[config.mk]
export PLATFORM = sky130hd
export DESIGN_NAME = voq_buffer
export DESIGN_NICKNAME = d
export VERILOG_FILES = /design/src/rtl/voq_buffer.sv
export SDC_FILE = /design/constraint.sdc
export NUM_CORES = 1
export LEC_CHECK = 0
export ABC_AREA = 1
export ABC_CLOCK_PERIOD_IN_PS = 6100
export BUFFER_PORTS_ARGS = -buffer_cell sky130_fd_sc_hd__buf_2
export CAP_MARGIN = 5
export CORE_ASPECT_RATIO = 0.75
export CORE_MARGIN = 2
export CORE_UTILIZATION = 50
export CTS_CLUSTER_DIAMETER = 30
export DETAILED_ROUTE_END_ITERATION = 6
export MAX_ROUTING_LAYER = met4
export PLACE_DENSITY = 0.66
export SYNTH_ARGS = -nofsm -noshare
export SYNTH_HDL_FRONTEND = slang
export SYNTH_SLANG_ARGS = --single-unit
[constraint.sdc]
create_clock -name clk -period 6.1 [get_ports clk]
set_input_delay 0.305 -clock clk [delete_from_list [all_inputs] [get_ports clk]]
set_output_delay 0.305 -clock clk [all_outputs]
set_load 0.01 [all_outputs]
[src/rtl/voq_buffer.sv]
// voq_buffer: per-input virtual output queue buffer feeding the iSLIP scheduler.
// One circular queue per output port lives in a shared memory. Each non-empty
// queue raises one bit of this input's request row. A valid grant pops the head
// of the granted queue, and the cell appears on out_* one cycle later.
module voq_buffer #(
  parameter int number_ports = 4,
  parameter int DATA_WIDTH   = 8,
  parameter int ADDR_WIDTH   = 2,
  parameter int DEST_WIDTH   = (number_ports > 1) ? $clog2(number_ports) : 1
) (
  input  logic                               clk,
  input  logic                               reset,
  input  logic                               in_valid,
  output logic                               in_ready,
  input  logic [DATA_WIDTH-1:0]              in_data,
  input  logic [DEST_WIDTH-1:0]              in_dest,
  output logic [number_ports-1:0]            request,
  input  logic                               grant_valid,
  input  logic [DEST_WIDTH-1:0]              grant_dest,
  output logic                               out_valid,
  output logic [DATA_WIDTH-1:0]              out_data,
  output logic [DEST_WIDTH-1:0]              out_dest,
  output logic                               grant_error,
  output logic [ADDR_WIDTH+number_ports:0]   occupancy
);

  localparam int DEPTH   = 1 << ADDR_WIDTH;
  localparam int CNT_W   = ADDR_WIDTH + 1;
  localparam int OCC_W   = ADDR_WIDTH + number_ports + 1;
  localparam int MEM_AW  = DEST_WIDTH + ADDR_WIDTH;
  localparam int MEM_N   = number_ports * DEPTH;
  localparam int IDX_N   = 1 << DEST_WIDTH;
  localparam logic [CNT_W-1:0] FULL_CNT = CNT_W'(DEPTH);

  // Marks which destination encodings name an existing output port.
  function automatic logic [IDX_N-1:0] dest_mask_f();
    logic [IDX_N-1:0] m;
    m = '0;
    for (int i = 0; i < IDX_N; i++) begin
      m[i] = (i < number_ports);
    end
    return m;
  endfunction

  localparam logic [IDX_N-1:0] DEST_MASK = dest_mask_f();

  logic [ADDR_WIDTH-1:0] head_q  [number_ports];
  logic [ADDR_WIDTH-1:0] head_d  [number_ports];
  logic [ADDR_WIDTH-1:0] tail_q  [number_ports];
  logic [ADDR_WIDTH-1:0] tail_d  [number_ports];
  logic [CNT_W-1:0]      count_q [number_ports];
  logic [CNT_W-1:0]      count_d [number_ports];
  logic [DATA_WIDTH-1:0] mem_q   [MEM_N];
  logic [DATA_WIDTH-1:0] mem_d   [MEM_N];

  logic                  out_valid_q, out_valid_d;
  logic [DATA_WIDTH-1:0] out_data_q, out_data_d;
  logic [DEST_WIDTH-1:0] out_dest_q, out_dest_d;
  logic                  grant_error_q, grant_error_d;
  logic [OCC_W-1:0]      occupancy_q, occupancy_d;

  logic                  in_dest_ok_s, grant_dest_ok_s;
  logic [DEST_WIDTH-1:0] in_idx_s, grant_idx_s;
  logic                  enq_s, deq_s;
  logic [MEM_AW-1:0]     wr_addr_s, rd_addr_s;

  // Destination decode, in_ready and the enqueue/dequeue fire conditions.
  always_comb begin
    in_dest_ok_s    = DEST_MASK[in_dest];
    grant_dest_ok_s = DEST_MASK[grant_dest];
    in_idx_s        = in_dest_ok_s ? in_dest : '0;
    grant_idx_s     = grant_dest_ok_s ? grant_dest : '0;
    in_ready        = in_dest_ok_s && (count_q[in_idx_s] != FULL_CNT);
    enq_s           = in_valid && in_ready;
    deq_s           = grant_valid && grant_dest_ok_s && (count_q[grant_idx_s] != '0);
    wr_addr_s       = {in_idx_s, tail_q[in_idx_s]};
    rd_addr_s       = {grant_idx_s, head_q[grant_idx_s]};
  end

  // Request row: one bit per non-empty queue, taken from registered counts only.
  always_comb begin
    request = '0;
    for (int k = 0; k < number_ports; k++) begin
      request[k] = (count_q[k] != '0);
    end
  end

  // Next-state for pointers, counts, occupancy and the registered output cell.
  always_comb begin
    head_d        = head_q;
    tail_d        = tail_q;
    count_d       = count_q;
    occupancy_d   = occupancy_q;
    out_valid_d   = 1'b0;
    out_data_d    = out_data_q;
    out_dest_d    = out_dest_q;
    grant_error_d = grant_valid && !deq_s;

    if (enq_s) begin
      tail_d[in_idx_s] = tail_q[in_idx_s] + ADDR_WIDTH'(1);
    end else begin
      tail_d[in_idx_s] = tail_q[in_idx_s];
    end

    if (deq_s) begin
      head_d[grant_idx_s] = head_q[grant_idx_s] + ADDR_WIDTH'(1);
      out_valid_d         = 1'b1;
      out_data_d          = mem_q[rd_addr_s];
      out_dest_d          = grant_idx_s;
    end else begin
      head_d[grant_idx_s] = head_q[grant_idx_s];
    end

    // Same-queue push and pop cancel; otherwise apply each independently.
    for (int k = 0; k < number_ports; k++) begin
      if (enq_s && (in_idx_s == DEST_WIDTH'(k)) && !(deq_s && (grant_idx_s == DEST_WIDTH'(k)))) begin
        count_d[k] = count_q[k] + CNT_W'(1);
      end else if (deq_s && (grant_idx_s == DEST_WIDTH'(k)) && !(enq_s && (in_idx_s == DEST_WIDTH'(k)))) begin
        count_d[k] = count_q[k] - CNT_W'(1);
      end else begin
        count_d[k] = count_q[k];
      end
    end

    if (enq_s && !deq_s) begin
      occupancy_d = occupancy_q + OCC_W'(1);
    end else if (deq_s && !enq_s) begin
      occupancy_d = occupancy_q - OCC_W'(1);
    end else begin
      occupancy_d = occupancy_q;
    end
  end

  // Memory write port: the incoming cell lands at its queue's tail slot.
  always_comb begin
    mem_d = mem_q;
    if (enq_s) begin
      mem_d[wr_addr_s] = in_data;
    end else begin
      mem_d[wr_addr_s] = mem_q[wr_addr_s];
    end
  end

  // Cell storage; contents need no reset because pointers and counts gate every read.
  always_ff @(posedge clk) begin
    mem_q <= mem_d;
  end

  // Control state and output registers with synchronous reset taking precedence.
  always_ff @(posedge clk) begin
    if (reset) begin
      for (int k = 0; k < number_ports; k++) begin
        head_q[k]  <= '0;
        tail_q[k]  <= '0;
        count_q[k] <= '0;
      end
      out_valid_q   <= 1'b0;
      out_data_q    <= '0;
      out_dest_q    <= '0;
      grant_error_q <= 1'b0;
      occupancy_q   <= '0;
    end else begin
      head_q        <= head_d;
      tail_q        <= tail_d;
      count_q       <= count_d;
      out_valid_q   <= out_valid_d;
      out_data_q    <= out_data_d;
      out_dest_q    <= out_dest_d;
      grant_error_q <= grant_error_d;
      occupancy_q   <= occupancy_d;
    end
  end

  assign out_valid   = out_valid_q;
  assign out_data    = out_data_q;
  assign out_dest    = out_dest_q;
  assign grant_error = grant_error_q;
  assign occupancy   = occupancy_q;

endmodule

==> results.toml <==
[run_status]
status = "completed"

[yosys]
synthArstFlopShare_pct = 0
postSynthAreaPerCell_um2 = 7.33
synth-seq-cells = 175
netlist_area_mm2 = 0.0110
syn_inst = 1498
yosys_warnings = 0
synth-seq-area-share_pct = 43.6
synth_ff_type = "edfxtp_1"
synth_cell_types = 35
synth_edf_count = 128
synth_fp_nets = 1534

[final_layout]
nFillCells = 2044
area_growth_pct = 7.08
n_antenna_cell = 0
drive_gt1_share_pct = 12.2
final_cells = 1790
fin_nets = 1525

[power]
power.switching_w = 0.00105
peakVddDrop_uv = 213
finalPower_w = 0.00316
p_int_w = 0.00211
p_per_area_mw_per_mm2 = 269
swShare_pct = 33.2
comb_power_share_pct = 23.2
pwr-share-clk_pct = 33.8
pwr-share-seq_pct = 43.0
p_leak_nw = 5.10

[clock_tree]
hold_buffers = 0
cts_tree = "yes"
cts_setup_buffers = 0
cts_made_buffers = 17
clock-sinks = 175
ctsHtreeMaxLevel = 4
ctsResizeCount = 0
clk_path_buf_depth = 2
worst_skew_pair.late_latency_ns = 0.45
clk_pin_slew_ns = 0.07
root_buffer = "clkbuf_16"

[route]
post_drt_wl_per_cell_um = 17.9
wl_um = 32000
drtAntennaViolNets = 0
drt-initial-drc-count = 1287
via_per_inst = 5.47
via_count = 9785
first_pass_iters = 6
post-route-drc-count = 0

[die]
core_mm2 = 0.0214
die_area_mm2 = 0.0232
die_y_um = 132
std_cell_rows = 46
io_pins = 40
die_w_um = 175
start_util_pct = 51.4

[worst_setup_path]
cp.arrival_ns = 3.87
crit_fanout = 22
cp.depth = 18
crit_top_cell = "nand2_1"
cpPeakStageDelay_ns = 0.66
path_buf_inv = 4
reg2reg_from = "count_q[6]"
cp-start-kind = "input pin"
setup.worst_path.end_class = "flop"
reg2reg_slack_ns = 2.72
cp.required_ns = 6.43
reg2reg_depth = 18
crit_end = "occupancy[5]"
path_cells = "buf_2 > nor2_1 > nand2_1 > nand4_2 > nand2_1 > inv_1 > ha_1 > inv_1 > ha_1 > nand3_1 > nand3_1 > nand2_1 > nand2_1 > a21o_1 > nand2_1 > nand2_1 > o21ai_0 > inv_1"
path_delay_family = "simple AND/OR/NAND/NOR gates"
cpMaxStageDelayCell = "nor2_1"
worstSetupPathType = "in2reg"
r2r-end = "occupancy[5]"
crit_path_start = "in_dest[0]"

[sta]
slew_violations = 0
final.min_clock_period_ns = 3.53
max-slew-margin-rel_pct = 18.2
fin_skew_ns = 0.0178
setup_viol = 0
grt_setup_unrepaired = "no"
finalCritPeriodShare_pct = 57.9
hold_viol = 0
worst_pin_slew_ns = 1.22
fmax_ghz = 0.283
setup-tns-final_ns = 0

[placed_design]
dpl.cell_count = 1756
dp_hpwl_um = 19800
io_buffers = 39
place_congestion = 0.912

[flow_run]
maxCapViolCount = 0

[grt]
grt_pass1_vias = 9082
grt_max_degree = 69
grt_first_pass_wirelength_um = 50500
grt_antenna_before_repair = 0
grt-ovfl-total = 0
track_usage_pct = 29.1

[worst_hold_path]
min_path_cells = 3
min_path_type = "in2reg"
power groups by stage:
stage          clock (W)  sequential (W)  combinational [W]
2_1_floorplan          0         0.00139           0.000525
3_3_place_gp           0         0.00139           0.000705
3_5_place_dp           0         0.00139           0.000713
4_1_cts          0.00108         0.00136           0.000717
5_1_grt          0.00113         0.00137           0.000811
6_report         0.00107         0.00136           0.000733
per-stage QoR:
stage	worst slack [ns]	hold WS (ns)	util, %	instance area (um2)
floorplan	3.34	0.454	-	11000
global placement	2.24	0.450	52.4	11200
detailed placement	2.15	0.454	52.4	11200
CTS	2.59	0.123	55.0	11700
global route	2.30	0.171	55.1	11800
finish	2.57	0.134	55.1	11800
worst min-delay path by stage:
stage	start	endpoint	slack, ns
6_report	grant_valid	grant_error	0.13
5_1_grt	grant_valid	grant_error	0.17
4_1_cts	grant_valid	grant_error	0.12
3_5_place_dp	out_dest[0]	out_dest[0]	0.45
3_3_place_gp	out_dest[0]	out_dest[0]	0.45
2_1_floorplan	grant_dest[1]	out_dest[1]	0.45
routing by layer:
metal / up-vias / share of wire, % / track usage [%]
met5: - / 0 / -
met4: 0 / 1.3 / 6.71
met3: 37 / 13 / 9.69
met2: 542 / 42 / 40.6
met1: 4455 / 44 / 40.9
li1: 4751 / - / -
synth_stat cells (3+ instances only):
library cell    n  area share, %
fa_1            5           0.91
buf_6          16            1.6
nor2_1        186            6.4
nor2_4          9           0.92
clkbuf_1       30            1.0
buf_1           4           0.14
or2_2           8           0.46
nor2_2         43            2.5
inv_2           4           0.14
edfxtp_1      128             35
nand2_2         5           0.28
buf_2          23            1.0
clkbuf_2        8           0.36
nand2_1       439             15
nand2_4         3           0.31
nand3_2         4           0.36
ha_1           15            1.7
nand3b_1       10           0.68
xnor2_1         3           0.24
dfxtp_1        47            8.6
o21ai_0        45            2.1
o21ai_1         4           0.18
xor2_1         10           0.80
buf_4          12           0.82
inv_1         149            5.1
a21oi_1        20           0.91
nand3_1       260             12
layout by cell type (no fill, tap or decap), types with 2 or more instances in the layout:
cell,instances
a21oi_1,20
buf_2,39
buf_4,26
clkbuf_16,18
clkinv_2,2
dfxtp_1,47
edfxtp_1,128
fa_1,5
ha_1,15
inv_1,149
inv_2,4
inv_4,3
inv_6,6
nand2_1,434
nand2_2,10
nand2_4,3
nand3_1,260
nand3_2,4
nand3b_1,10
nor2_1,184
nor2_2,45
nor2_4,9
o21ai_0,45
o21ai_1,4
or2_2,8
xnor2_1,3
xor2_1,10
kinds of logic after synthesis:
group / synth area share (%)
flops: 43.6
simple gates: 39.1
fa+ha+maj: 2.62
xor+xnor: 1.04
compound gates: 3.36
buf+inv: 10.3
sequential cells by signal, summed over array words and instances (netlist names):
signal and flops:
out_data 8, out_dest 2, occupancy 7, mem_q 128, out_valid 1, count_q 12, grant_error 1, head_q 8
tail_q 8
layout make-up:
| type | count | area [um2] | area share (%) |
|---|---|---|---|
| Multi-Input combinational cell | 1076 | 5080 | 43.2 |
| Sequential cell | 175 | 4780 | 40.7 |
| Inverter | 154 | 578 | 4.92 |
| Clock buffer | 19 | 464 | 3.95 |
| Timing Repair Buffer | 65 | 390 | 3.32 |
| Tap cell | 288 | 360 | 3.07 |
| Clock inverter | 13 | 97.6 | 0.830 |
tightest hold or removal path: cells and delay by family:
family	cells	cell delay, ns
buffers and inverters	2	0.16
AND/OR/NAND/NOR	1	0.06
(Power assumes the default switching activity.)
